### config.mk
export PLATFORM = sky130hd
export DESIGN_NAME = scan_ctrl4
export DESIGN_NICKNAME = d
export VERILOG_FILES = /design/src/rtl/scan_ctrl_pkg.sv /design/src/rtl/scan_next_ch.sv /design/src/rtl/scan_ctrl4.sv
export SDC_FILE = /design/constraint.sdc
export NUM_CORES = 1
export LEC_CHECK = 0
export CORE_ASPECT_RATIO = 0.9
export CORE_MARGIN = 2
export CORE_UTILIZATION = 34
export CTS_BUF_LIST = sky130_fd_sc_hd__clkbuf_8
export DETAILED_ROUTE_END_ITERATION = 6
export HOLD_SLACK_MARGIN = 0.05
export SLEW_MARGIN = 10
export SYNTH_ARGS = -nofsm -noshare
export SYNTH_HDL_FRONTEND = slang
export SYNTH_HIERARCHICAL = 1
export SYNTH_SLANG_ARGS = --single-unit
### constraint.sdc
create_clock -name clk -period 2.48 [get_ports clk]
set_input_delay 0.372 -clock clk [delete_from_list [all_inputs] [get_ports clk]]
set_output_delay 0.372 -clock clk [all_outputs]
set_load 0.05 [all_outputs]
### src/rtl/scan_ctrl_pkg.sv
// Shared types and constants for the 4-channel scan controller.
package scan_ctrl_pkg;
  localparam int NUM_CH = 4;
  localparam int CH_W   = 2;

  typedef enum logic [1:0] {
    IDLE   = 2'b00,
    BLANK  = 2'b01,
    ACTIVE = 2'b10
  } state_t;
endpackage

### src/rtl/scan_next_ch.sv
// Combinational search for the next enabled channel strictly after i_cur, wrapping;
// i_cur itself is the last candidate. o_wrap flags next <= current, o_none an empty mask.
module scan_next_ch
  import scan_ctrl_pkg::*;
(
  input  logic [CH_W-1:0]   i_cur,
  input  logic [NUM_CH-1:0] i_mask,
  output logic [CH_W-1:0]   o_nxt,
  output logic              o_wrap,
  output logic              o_none
);

  logic [CH_W-1:0] w_idx;

  always_comb begin
    o_nxt  = i_cur;
    o_none = (i_mask == '0);
    w_idx  = '0;
    // Walk from farthest to nearest so the closest enabled channel wins.
    for (int k = NUM_CH; k >= 1; k--) begin
      w_idx = i_cur + CH_W'(k);
      if (i_mask[w_idx]) o_nxt = w_idx;
    end
    o_wrap = (o_nxt <= i_cur);
  end

endmodule

### src/rtl/scan_ctrl4.sv
// Scans a 2-bit decoder select over enabled channels with a blanking gap before each dwell.
// Optional macro SCAN_CTRL_HOLD_EN adds a hold input that freezes the blank/dwell counters.
module scan_ctrl4
  import scan_ctrl_pkg::*;
#(
  parameter int DIV_W     = 16,
  parameter int BLANK_CYC = 2
) (
  input  logic             clk,
  input  logic             rst,
  input  logic             start,
  input  logic             stop,
`ifdef SCAN_CTRL_HOLD_EN
  input  logic             hold,
`endif
  input  logic [DIV_W-1:0] div,
  input  logic [3:0]       mask,
  output logic             a,
  output logic             b,
  output logic             en,
  output logic             busy,
  output logic             frame_done
);

  localparam logic [7:0] BLANK_LAST = 8'(BLANK_CYC - 1);

  state_t           r_state;
  state_t           w_state_nxt;
  logic [CH_W-1:0]  r_sel;
  logic [CH_W-1:0]  w_sel_nxt;
  logic             r_en;
  logic             w_en_nxt;
  logic             r_fd;
  logic             w_fd_nxt;
  logic [7:0]       r_blank_cnt;
  logic [7:0]       w_blank_nxt;
  logic [DIV_W-1:0] r_dwell_cnt;
  logic [DIV_W-1:0] w_dwell_nxt;
  logic             r_empty;
  logic             w_empty_nxt;
  logic             w_hold;
  logic [CH_W-1:0]  w_cur;
  logic [CH_W-1:0]  w_nxt_ch;
  logic             w_wrap;
  logic             w_none;

`ifdef SCAN_CTRL_HOLD_EN
  assign w_hold = hold;
`else
  assign w_hold = 1'b0;
`endif

  // From IDLE search after the top channel, which yields the lowest enabled one.
  assign w_cur = (r_state == IDLE) ? CH_W'(NUM_CH - 1) : r_sel;

  scan_next_ch u_next (
    .i_cur  (w_cur),
    .i_mask (mask),
    .o_nxt  (w_nxt_ch),
    .o_wrap (w_wrap),
    .o_none (w_none)
  );

  always_ff @(posedge clk) begin
    if (rst) begin
      r_state     <= IDLE;
      r_sel       <= '0;
      r_en        <= 1'b0;
      r_fd        <= 1'b0;
      r_blank_cnt <= '0;
      r_dwell_cnt <= '0;
      r_empty     <= 1'b0;
    end else begin
      r_state     <= w_state_nxt;
      r_sel       <= w_sel_nxt;
      r_en        <= w_en_nxt;
      r_fd        <= w_fd_nxt;
      r_blank_cnt <= w_blank_nxt;
      r_dwell_cnt <= w_dwell_nxt;
      r_empty     <= w_empty_nxt;
    end
  end

  always_comb begin
    w_state_nxt = r_state;
    w_sel_nxt   = r_sel;
    w_en_nxt    = 1'b0;
    w_fd_nxt    = 1'b0;
    w_blank_nxt = r_blank_cnt;
    w_dwell_nxt = r_dwell_cnt;
    w_empty_nxt = r_empty;
    case (r_state)
      IDLE: begin
        if (start) begin
          w_state_nxt = BLANK;
          w_blank_nxt = '0;
          w_empty_nxt = w_none;
          w_sel_nxt   = w_none ? '0 : w_nxt_ch;
        end
      end
      BLANK: begin
        if (r_empty) begin
          // Parked on an empty mask: resume after the held channel, fresh blank gap.
          if (!w_none) begin
            w_sel_nxt   = w_nxt_ch;
            w_empty_nxt = 1'b0;
            w_blank_nxt = '0;
          end
        end else if (!w_hold) begin
          if (r_blank_cnt == BLANK_LAST) begin
            w_state_nxt = ACTIVE;
            w_dwell_nxt = div;
            w_en_nxt    = 1'b1;
          end else begin
            w_blank_nxt = r_blank_cnt + 8'd1;
          end
        end
      end
      ACTIVE: begin
        w_en_nxt = 1'b1;
        if (!w_hold) begin
          if (r_dwell_cnt == '0) begin
            w_en_nxt    = 1'b0;
            w_state_nxt = BLANK;
            w_blank_nxt = '0;
            if (w_none) begin
              w_empty_nxt = 1'b1;
            end else begin
              w_sel_nxt = w_nxt_ch;
              w_fd_nxt  = w_wrap;
            end
          end else begin
            w_dwell_nxt = r_dwell_cnt - DIV_W'(1);
          end
        end
      end
      default: w_state_nxt = IDLE;
    endcase
    if (stop) begin
      w_state_nxt = IDLE;
      w_en_nxt    = 1'b0;
      w_fd_nxt    = 1'b0;
      w_empty_nxt = 1'b0;
    end
  end

  assign a          = r_sel[1];
  assign b          = r_sel[0];
  assign en         = r_en;
  assign frame_done = r_fd;
  assign busy       = (r_state != IDLE);

endmodule

# Yosys cells after proc, flatten, opt, wreduce, memory -nomap -nowiden
# Cells that the tools add are included.
word_totals:
  wordCells: 84
  register_bits: 31
  output_inout_bits: 5
  input_bits: 24
op_classes:
  n_eq_ne: 12
  magnitude_cmp: 4
  muxes: 41
  n_bitwise: 2
  n_addsub: 5
  n_reduce_logical: 13
op_table:
  columns: ["cell", "count"]
  rows:
  - ["2-to-1 mux 16 bit", 3]
  - ["2-to-1 mux 8 bit", 5]
  - ["one-hot mux 16 bit (2 select lines)", 1]
  - ["2-to-1 mux 2 bit", 13]
  - ["one-hot mux 8 bit (3 select lines)", 1]
  - ["zero test 16 bit", 1]
  - ["AND reduction 4 bit", 4]
  - ["subtractor 16 x 1 -> 16 bit (second input constant)", 1]
  - ["inequality test 2 bit (second input constant)", 7]
  - ["one-hot mux 2 bit (3 select lines)", 2]
  - ["2-to-1 mux 1 bit", 11]
  - ["< comparator 2 x 3 -> 1 bit (second input constant)", 3]
  - ["adder 8 x 1 -> 8 bit (second input constant)", 1]
  - ["equality test 8 x 1 -> 1 bit (second input constant)", 1]
  - ["binary-select mux 1 bit (select 2 bit)", 3]
  - ["inequality test 3 bit (second input constant)", 2]
  - ["AND reduction 5 bit", 1]
  - ["OR reduction 5 bit", 1]
  - ["adder 2 bit (second input constant)", 2]
  - ["zero test 4 bit", 1]
  - ["nonzero test 2 bit", 2]
  - ["one-hot mux 1 bit (3 select lines)", 1]
  - ["nonzero test 3 bit", 1]
  - ["adder 2 x 1 -> 2 bit (second input constant)", 1]
  - ["7 further kinds", 8]

# Depth between registers and ports, before layout
# Gate-level depths: netlist (run 1).
depth:
  depth_word: 11
  depth_mapped: 11
  depth_no_buf: 10

# By module
# The synthesis (run 1) kept the hierarchy.
by_module_without_submodules:
  columns: ["mod", "n_inst", "cells_each", "seq_area_each_um2", "area_per_inst_um2"]
  rows:
  - ["scan_ctrl4", 1, 247, 620.6, 1918.1]
  - ["scan_next_ch", 1, 21, 0.0, 126.4]

# Worst setup path before layout (run 1)
# Ideal clock, no wire load.
synth_timing:
  path_kind: "register to register"
  start: "register r_dwell_cnt[0]"
  end: "register r_blank_cnt[0]"
  path_buffers: 1
  setup_ns: 0.115
  stages_incl_launch_ff: 9
  path_slack_ns: 0.055
  required_ns: 2.365
  arrival_ns: 2.310
  path_cell_list: "dfxtp_1 -> inv_1 -> ha_1 -> or4b_1 -> clkbuf_1 -> o41ai_4 -> nand2_2 -> o41ai_4 -> o21ba_1"
synth_between:
  elab_chain_cells: 3
synth_rtl:
  columns: ["element", "line", "rtl"]
  rows:
  - ["start, declared", "scan_ctrl4.sv:37", "logic [DIV_W-1:0] r_dwell_cnt;"]
  - ["start signal, assigned", "scan_ctrl4.sv:79", "r_dwell_cnt <= w_dwell_nxt;"]
  - ["zero test 16 bit", "scan_ctrl4.sv:122", "if (r_dwell_cnt == '0) begin"]
  - ["inequality test 2 bit (no line)", null, null]
  - ["AND reduction 5 bit (no line)", null, null]
  - ["end signal, assigned", "scan_ctrl4.sv:78", "r_blank_cnt <= w_blank_nxt;"]
  - ["end, declared", "scan_ctrl4.sv:35", "logic [7:0] r_blank_cnt;"]
# Every way passes these cells.
# A chain may end at the register's enable or synchronous reset.

# Final worst setup path (run 1)
layout_timing:
  start: "register r_dwell_cnt[0]"
  end: "register r_blank_cnt[5]"
# Same word-level chain as after synthesis.

==> reports/metrics.cfg, run 1 <==
[status]
status=finished clean

[worst_setup_path]
start_kind=register
crit-reg2reg-launch=r_dwell_cnt[0]$_SDFFE_PP0P_
endpoint_kind=register
worstPathRequired_ps=2640
path_max_fanout=5
crit_path_start=r_dwell_cnt[0]$_SDFFE_PP0P_
reg2reg_slack_ps=150
crit_arrival_ps=2500
r2r_end=r_blank_cnt[5]$_SDFFE_PP0P_
crit_type=reg2reg
ff2ff_path_depth=9

[sta]
fmax_mhz=429
finClkSkew_ps=8.60
period_share_pct=94.0
hold_violations=0
final-max-slew-violation-count=0
final-setup-viol-count=0
slew_headroom_pct=66.9
worstMarginPinSlew_ps=494
fin_crit_ps=2330
rsz0062_at_grt=false
fin_setup_tns_ps=0

[global_routing]
grt_start_max_net_pins=16
grt_pass1_wl_um=9020
grt_pass1_vias=1955
grt_usage_pct=16.7
grt_antenna_before_repair=0
grt.overflow.total=0

[yosys]
yosysTopAreaCellShare_pct=30.4
async_flop_share_pct=0
synth_area_leaders=dfxtp_1 (30%), a21oi_1 (7.8%), o21ai_0 (5.6%), ha_1 (5.5%), nand2_1 (3.9%)
synth_area_mm2=0.00204
yosysSeqAreaShare_pct=30.4
syn_nets=301
synth.avg_cell_area_um2=7.63
synth_cell_type_count=49
synth_ff_type=dfxtp_1
synth_edf_count=0
yosysTopAreaCell=dfxtp_1
syn_inst=268
ys_warn_count=6
yosys_register_bits=31

[die]
rows=26
start_util_pct=35.5
die_x_um=85.7
core-area_mm2=0.00576
dieArea_mm2=0.00665
die_h_um=77.6
ios=29

[detailed_routing]
routedWlPerCell_um=13.9
routed_wl_um=5280
viasPerCell=5.53
vias=2094
drc=0
ant_nets=0
drt_first_pass_iters=6
drt_iter0_drc=110

[clock_tree]
clk_path_buf_depth=2
post_cts_buffers=0
root_buffer=clkbuf_8
cts_max_level=2
cts_hold_buffers=0
cts_tree=done
cts_buffers=5
cts.sinks=31
clkLatencyLatePin_ps=290
cts.clk_slew.worst_paths_ps=70

[power_and_ir_drop]
powerDensity_mw_per_mm2=461
peakVddDrop_mv=0.197
total_power_mw=1.21
p_leak_nw=1.05

[placement]
place.gp.congestion=0.859
detailed_place_hpwl_um=3800
io_buffers=28

[layout]
area_growth_pct=28.5
antenna_cells=0
drive_above_1_share_pct=14.2
nets=342
fill_cells=571
final_cell_mix=a21oi_1 (31), dfxtp_1 (31), clkdlybuf4s50_1 (28)

[hold_path]
holdPathEnd=r_blank_cnt[7]$_SDFFE_PP0P_
min_from=r_blank_cnt[7]$_SDFFE_PP0P_
hp-class=reg2reg
min_path_cells=2

[run]
drv_cap=0

==> stage by stage <==
stage | cell area, µm² | util, % | hold slack [ps] | worst slack [ps] | std cells
6_report | 2630 | 45.6 | 485 | 149 | 379
3_5_place_dp | 2520 | 43.8 | 467 | 39.9 | 372
5_1_grt | 2630 | 45.6 | 502 | 23.6 | 379
4_1_cts | 2620 | 45.4 | 480 | 57.1 | 379
3_3_place_gp | 2520 | 43.8 | 469 | 62.7 | 372
2_1_floorplan | 2040 | - | 450 | 54.8 | 268
==> cell type report <==
cell class	instances	area (µm²)	share of cell area, %
inverters	13	48.8	1.86
clock inverters	1	5.00	0.190
multi-input cells	209	1330	50.7
well taps	70	87.6	3.33
flip-flops and latches	31	621	23.6
clock buffers	6	82.6	3.14
repair buffers	49	450	17.1
==> routing by layer <==
metal	share of wire, %	track usage [%]	up-vias
met2	44	24.8	40
met4	1.6	6.98	0
met1	51	23.9	980
met3	3.8	2.66	8
li1	-	-	1066
met5	0	0	-
==> power breakdown <==
| part | switching, mW | internal, mW |
|---|---|---|
| Combinational | 0.145 | 0.133 |
| Sequential | 0.0119 | 0.510 |
| Clock | 0.193 | 0.218 |
| Total | 0.350 | 0.861 |
==> cell usage after synthesis (7+ instances only) <==
library cell,count
nor2_1,19
nor2b_1,9
a21oi_1,32
dfxtp_1,31
o21ai_0,23
clkbuf_1,13
nand2_1,21
inv_1,12
o31ai_1,7
ha_1,9
nand3_1,9
==> how the worst max path moves through the flow <==
stage | end | slack (ps) | cells past startpoint
after floorplan | r_blank_cnt[0]$_SDFFE_PP0P_ | 50 | 8
after global placement | r_blank_cnt[7]$_SDFFE_PP0P_ | 60 | 9
after detailed placement | r_blank_cnt[5]$_SDFFE_PP0P_ | 40 | 9
after CTS | r_blank_cnt[5]$_SDFFE_PP0P_ | 60 | 9
after global routing | r_blank_cnt[5]$_SDFFE_PP0P_ | 20 | 9
final | r_blank_cnt[5]$_SDFFE_PP0P_ | 150 | 9
==> kinds of logic after synthesis <==
family | after synthesis | share of synthesized area (%)
simple gates | 108 | 28.8
compound gates | 88 | 28.0
flops | 31 | 30.4
buf+inv | 28 | 5.26
fa+ha+maj | 9 | 5.51
mux | 3 | 1.59
xor+xnor | 1 | 0.428
==> critical path: stages, from the launching register on <==
cell and delay [ps]:
dfxtp_1 310, inv_1 80, ha_1 210, or4b_4 520
o41ai_4 270, buf_4 210, nand2_2 70, o41ai_4 320
buf_4 190, a21oi_1 40
==> registers in the layout (all words and copies together) (netlist names) <==
signal	count
en	1
frame_done	1
r_blank_cnt	8
r_dwell_cnt	16
r_empty	1
r_sel	2
r_state	2
==> repair_timing <==
action,4_1_cts,5_1_grt
gates cloned,0,0
pin swaps,0,1
endpoints found under the setup margin,1,9
gates resized for setup,1,3
Power figures use the tool's default switching activity.
==> run 2: changes to the inputs <==
SYNTH_HIERARCHICAL = default   (was 1)
==> run 2 against run 1 <==
  * Critical path depth is 2 higher
  * First-iteration DRC count is 4.5% higher
  * Combinational power is 18% lower
==> reports/metrics.cfg, run 2 <==
[status]
status=finished clean

[yosys]
yosys_register_bits=31  ; unchanged
synth_top_family_by_area=simple AND/OR/NAND/NOR gates
synth_fa_ha_area_share_pct=5.78  ; +0.27 points
synth_edf_count=0  ; unchanged
synth_area_leaders=dfxtp_1 (29%), a21oi_1 (6.2%), ha_1 (5.8%), nor2_1 (5.4%), o21ai_0 (5.3%)
syn_nets=319  ; +6.0%
ys_warn_count=0  ; -6
syn_inst=285  ; +6.3%
synthMuxAreaShare_pct=2.43  ; +0.84 points
synth_ff_type=dfxtp_1
synth_xor_xnor_area_share_pct=0.404  ; -0.024 points
synth_area_mm2=0.00217  ; +5.9%
synth_top_cells_by_count=dfxtp_1 (31), nor2_1 (31), a21oi_1 (27), nand2_1 (24), o21ai_0 (23)
yosysTopAreaCell=dfxtp_1
synth.avg_cell_area_um2=7.60  ; -0.38%
synth_compound_area_share_pct=26.3  ; -1.7 points
async_flop_share_pct=0  ; unchanged
yosysTopAreaCellShare_pct=28.7  ; -1.7 points
synth_cell_type_count=49  ; unchanged
synthSimpleGateAreaFrac_pct=30.6  ; +1.7 points
yosysSeqAreaShare_pct=28.7  ; -1.7 points

[worst_setup_path]
start_kind=register
worstPathRequired_ps=2660  ; +20 ps
cp_slowest_cell=dfxtp_1
crit_family=compound AO/OA/AOI/OAI gates
endpoint_kind=register
path_max_fanout=9  ; +4
crit_path_cell_trace=inv_1 -> ha_1 -> a2111oi_0 -> o22ai_1 -> o21ai_2 -> xnor2_1 -> ha_1 -> inv_1 -> a21oi_1 -> a21oi_1 -> nor4_1
path_buf_inv=2  ; -1
slowest_delay_ps=380  ; -140 ps
crit_type=reg2reg
crit_arrival_ps=2370  ; -130 ps

[die]
die_h_um=79.7  ; +2.8%
rows=27  ; +3.8%
start_util_pct=35.2  ; -0.28 points
ios=29  ; unchanged
die_x_um=88.1  ; +2.8%
dieArea_mm2=0.00703  ; +5.6%
core-area_mm2=0.00615  ; +6.8%

[detailed_routing]
drt_first_pass_iters=4  ; -2
drc=0  ; unchanged
routed_wl_um=5230  ; -0.87%
drt_iter0_drc=115  ; +4.5%
vias=2074  ; -0.96%
ant_nets=0  ; unchanged
routedWlPerCell_um=13.0  ; -7.0%
viasPerCell=5.13  ; -7.1%

[global_routing]
grt_pass1_wl_um=8800  ; -2.4%
grt_pass1_vias=1896  ; -3.0%
grt_antenna_before_repair=0  ; unchanged
grt_start_max_net_pins=26  ; +10
grt.overflow.total=0  ; unchanged
grt_usage_pct=15.7  ; -1.1 points

[clock_tree]
cts_hold_buffers=0  ; unchanged
root_buffer=clkbuf_8
cts_buffers=5  ; unchanged
clkLatencyLatePin_ps=280  ; about the same
clk_path_buf_depth=2  ; unchanged
cts_max_level=2  ; unchanged
cts_tree=done
cts.sinks=31  ; unchanged
cts.clk_slew.worst_paths_ps=60  ; about the same

[sta]
finClkSkew_ps=4.87  ; -3.73 ps
rsz0062_at_grt=false
hold_slack_ps=488  ; +2.80 ps
period_share_pct=88.0  ; -6.0 points
fmax_mhz=458  ; +6.8%
final-max-slew-violation-count=0  ; unchanged
fin_setup_tns_ps=0  ; unchanged
final-setup-viol-count=0  ; unchanged
worstMarginPinSlew_ps=541  ; +46.6 ps
hold_violations=0  ; unchanged
slew_headroom_pct=63.6  ; -3.3 points
fin_crit_ps=2180  ; -148 ps

[layout]
drive_above_1_share_pct=10.4  ; -3.8 points
antenna_cells=0  ; unchanged
fill_cells=631  ; +11%
reg.largest.list=r_dwell_cnt: 16 flops, r_blank_cnt: 8 flops
regMostFlops=r_dwell_cnt
nets=352  ; +2.9%
largest_reg_flops=16  ; unchanged
final_cell_mix=nor2_1 (31), dfxtp_1 (31), a21oi_1 (27), clkdlybuf4s50_1 (27), nand2_1 (24)
area_growth_pct=22.6

[run]
drv_cap=0  ; unchanged

[placement]
detailed_place_hpwl_um=3860  ; +1.7%
io_buffers=28  ; unchanged
place.gp.congestion=0.845  ; -1.6%

[power_and_ir_drop]
powerDensity_mw_per_mm2=415  ; -10%
peakVddDrop_mv=0.193  ; -2.3%
p_leak_nw=1.03  ; -1.8%

[hold_path]
hp-class=reg2reg

-- run 2: final cells by class --
type                            instances  area [µm²]  area share, %
Inverter                               15        56.3           2.12
Tap cell                               87         109           4.10
Timing Repair Buffer                   41         380           14.3
Multi-Input combinational cell        224        1420           53.4
Clock inverter                          1        3.75          0.141
Sequential cell                        31         621           23.4
Clock buffer                            5        68.8           2.59
-- run 2: routing by layer --
| layer | up-vias | share of wire (%) | global-route usage [%] |
|---|---|---|---|
| li1 | 1098 | - | - |
| met3 | 6 | 2.6 | 2.79 |
| met5 | - | 0 | 0 |
| met4 | 0 | 1.2 | 4.55 |
| met2 | 33 | 43 | 23.8 |
| met1 | 937 | 53 | 22.6 |
-- run 2: logic make-up (layout without fill, tap and decap cells) --
logic type,count (synthesis),after routing
mux,5,5
compound gates,90,90
fa+ha+maj,10,10
simple gates,118,118
flops,31,31
xor+xnor,1,1
buf+inv,30,62
-- run 2: power breakdown --
part	switching, mW	total [mW]	leakage, nW	internal, mW
Sequential	0.0114	0.516	0.250	0.505
Combinational	0.119	0.227	0.740	0.108
Clock	0.177	0.359	0.0413	0.183
Total	0.307	1.10	1.03	0.796
-- run 2: final timing paths --
check	from	to	slack [ps]	cells past startpoint
worst min-delay path	r_blank_cnt[7]$_SDFFE_PP0P_	r_blank_cnt[7]$_SDFFE_PP0P_	490	1
worst min register to register	r_blank_cnt[7]$_SDFFE_PP0P_	r_blank_cnt[7]$_SDFFE_PP0P_	490	1
worst max-delay path	r_state[0]$_SDFFE_PP0P_	frame_done$_SDFF_PP0_	300	11
worst max register to register	r_state[0]$_SDFFE_PP0P_	frame_done$_SDFF_PP0_	300	11
-- run 2: what timing repair did --
action                     4_1_cts  5_1_grt
resized for setup                0        2
setup endpoints to repair        0        2
buffers inserted                 0        0
-- run 2: worst reg2reg max path, cell delays in order (launching register included) --
cell and delay [ps]:
dfxtp_1 380, inv_1 90, ha_1 310, a2111oi_0 340, o22ai_1 160, o21ai_2 100
xnor2_1 130, ha_1 150, inv_1 40, a21oi_1 130, a21oi_1 60, nor4_1 210
-- run 2: metrics by stage --
| step | instances | area (µm²) | util [%] | setup slack [ps] | total power [mW] |
|---|---|---|---|---|---|
| floorplan | 285 | 2170 | - | 172 | 0.666 |
| global placement | 398 | 2580 | 42.0 | 67.9 | 0.753 |
| detailed placement | 398 | 2580 | 42.0 | 68.7 | 0.754 |
| CTS | 404 | 2650 | 43.2 | 47.3 | 1.12 |
| global route | 404 | 2660 | 43.2 | 30.9 | 1.16 |
| finish | 404 | 2660 | 43.2 | 297 | 1.10 |
==> run 3: changes to the inputs <==
DONT_BUFFER_PORTS = 1   (was default)
SLEW_MARGIN = 20   (was 10)
clock period = 1.9 ns   (was 2.48 ns; I/O delays follow)
==> run 3 against run 2 <==
  * Combinational power rose by 28%
  * Largest cell class unchanged
  * Cell area is 5.0% higher
  * Routed wire length grew 8.0%
  * Critical path depth decreased by 3
  * Critical endpoint is now r_blank_cnt[2]$_SDFFE_PP0P_
  * Clock-buffer cell count unchanged
  * Non-clock buffer count unchanged
==> reports/metrics.cfg, run 3 (same netlist as run 2, synthesis figures left out) <==
[die]
dieArea_mm2=0.00703  ; unchanged
rows=27  ; unchanged
start_util_pct=35.2  ; unchanged
core-area_mm2=0.00615  ; unchanged
ios=29  ; unchanged
die_x_um=88.1  ; unchanged
die_h_um=79.7  ; unchanged

[detailed_routing]
viasPerCell=5.30  ; +3.3%
routedWlPerCell_um=13.9  ; +7.5%
routed_wl_um=5650  ; +8.0%
vias=2153  ; +3.8%
drt_iter0_drc=138  ; +20%
drt_first_pass_iters=4  ; unchanged
drc=0  ; unchanged
ant_nets=0  ; unchanged

[layout]
final_cells=406  ; +0.50%
largest_reg_flops=16  ; unchanged
final_cell_mix=buf_4 (34), nor2_1 (30), a21oi_1 (26)
antenna_cells=0  ; unchanged
fill_cells=631  ; unchanged
drive_above_1_share_pct=27.3  ; +17 points
reg.largest.list=r_dwell_cnt: 16 flops, r_blank_cnt: 8 flops
area_growth_pct=28.8
regMostFlops=r_dwell_cnt
fin_area_mm2=0.00279  ; +5.0%
nets=352  ; unchanged
multi_input_area_mm2=0.00156  ; +9.8%
register_area_um2=634  ; +2.2%
final_common_cell=buf_4

[worst_setup_path]
path_max_fanout=8  ; -1
ff2ff_path_depth=8  ; -3
reg2reg_slack_ps=40  ; -260 ps
start_kind=register
crit_path_start=r_dwell_cnt[0]$_SDFFE_PP0P_
crit_type=reg2reg
critPathCapture=r_blank_cnt[2]$_SDFFE_PP0P_
endpoint_kind=register
crit_arrival_ps=2030  ; -340 ps
r2r_end=r_blank_cnt[2]$_SDFFE_PP0P_
worstPathRequired_ps=2070  ; -590 ps
crit-reg2reg-launch=r_dwell_cnt[0]$_SDFFE_PP0P_

[sta]
finClkSkew_ps=3.42  ; -1.45 ps
worst_slack_ps=38.0  ; -259 ps
period_share_pct=98.0  ; +10 points
rsz0062_at_grt=true
hold_violations=0  ; unchanged
fin_setup_tns_ps=0  ; unchanged
slew_headroom_pct=63.9  ; +0.32 points
final-max-slew-violation-count=0  ; unchanged
fmax_mhz=537  ; +17%
worstMarginPinSlew_ps=540  ; -0.615 ps
fin_crit_ps=1860  ; -321 ps
final-setup-viol-count=0  ; unchanged

[clock_tree]
cts.sinks=31  ; unchanged
cts_tree=done
root_buffer=clkbuf_8
cts_buffers=5  ; unchanged
cts.clk_slew.worst_paths_ps=70  ; about the same
cts_max_level=2  ; unchanged
clk_path_buf_depth=2  ; unchanged
clkLatencyLatePin_ps=290  ; about the same

[run]
drv_cap=0  ; unchanged

[hold_path]
hp-class=in2reg

[global_routing]
grt_antenna_before_repair=0  ; unchanged
grt_usage_pct=16.2  ; +0.54 points
grt_start_max_net_pins=32  ; +23%
grt.overflow.total=0  ; unchanged
grt_pass1_wl_um=9060  ; +2.9%
grt_pass1_vias=1930  ; +1.8%

[power_and_ir_drop]
p_sw_mw=0.415  ; +35%
p_leak_nw=1.11  ; +7.5%
total_power_mw=1.46  ; +32%
powerDensity_mw_per_mm2=524  ; +26%
p_int_mw=1.05  ; +31%
peakVddDrop_mv=0.231  ; +20%
combPwrFrac_pct=19.9  ; -0.7 points
seqPwrFrac_pct=46.2  ; -0.6 points
p_clk_share_pct=33.9  ; +1.3 points
netSwitchingFraction_pct=28.4  ; +0.61 points

[placement]
post-place-ws_ps=-11.8  ; -80.4 ps
detailed_place_hpwl_um=4050  ; +4.7%
postPlaceCellArea_mm2=0.00251  ; -2.9%
place.gp.congestion=0.845  ; unchanged
dp_cells=392  ; -1.5%
io_buffers=0  ; -100%

[status]
status=finished clean

[run 3: cell types whose count changed in the layout (fill, tap and decap cells not counted), sizes merged]
cell           delta
buf              +25
clkinvlp          +1
dlymetal6s2s      -1
dlygate4sd3       +3
clkdlybuf4s50    -27
clkinv            +1
[run 3: worst min path at each step]
stage          start                            to  slack (ps)  depth (start not counted)
2_1_floorplan   stop          r_empty$_SDFFE_PP0P_         350                          1
3_3_place_gp    stop          r_empty$_SDFFE_PP0P_         360                          1
3_5_place_dp    stop          r_empty$_SDFFE_PP0P_         360                          1
4_1_cts          rst  r_dwell_cnt[11]$_SDFFE_PP0P_          50                          1
5_1_grt          rst  r_dwell_cnt[15]$_SDFFE_PP0P_          50                          1
6_report        stop       r_state[0]$_SDFFE_PP0P_          60                          1
[run 3: cell type report]
| cell class | count | area share (%) |
|---|---|---|
| tap | 87 | 3.90 |
| multi-input combinational | 224 | 55.8 |
| inverter | 15 | 2.15 |
| clock buffer | 5 | 2.47 |
| timing repair buffer | 41 | 12.5 |
| sequential | 31 | 22.7 |
| clock inverter | 3 | 0.449 |
[run 3: per-stage QoR]
step / util, % / hold slack [ps]
after floorplan: - / 354
after global placement: 40.8 / 355
after detailed placement: 40.8 / 356
after CTS: 42.5 / 53.0
after global routing: 45.4 / 52.9
final: 45.4 / 60.6
[run 3: worst max-delay path, stage by stage, from the launching register on]
cell	delay, ps
dfxtp_2	330
inv_2	60
ha_2	180
nor4b_4	250
and4_4	310
o221a_2	300
o21ai_0	140
nand3b_1	100
o21ai_0	80
[run 3: power by group through the flow]
stage | clock network, mW | logic (mW) | registers [mW]
CTS | 0.514 | 0.258 | 0.675
global placement | 0 | 0.251 | 0.689
floorplan | 0 | 0.181 | 0.699
global route | 0.549 | 0.318 | 0.676
detailed placement | 0 | 0.252 | 0.689
finish | 0.495 | 0.290 | 0.675
[run 3: repair_timing]
action                                  CTS  global route
resized for setup                         2            28
hold buffers                              1             2
buffers inserted                          0             3
pin swaps                                 0             2
hold endpoints to repair                  1             1
endpoints found under the setup margin    5            29
[run 3: layer usage]
layer | routed length, µm | GRT usage (%) | share of wire (%)
met1 | 2830 | 23.5 | 50
met2 | 2530 | 23.6 | 45
met3 | 218 | 3.41 | 3.9
met4 | 77 | 5.45 | 1.4
met5 | 0 | 0 | 0
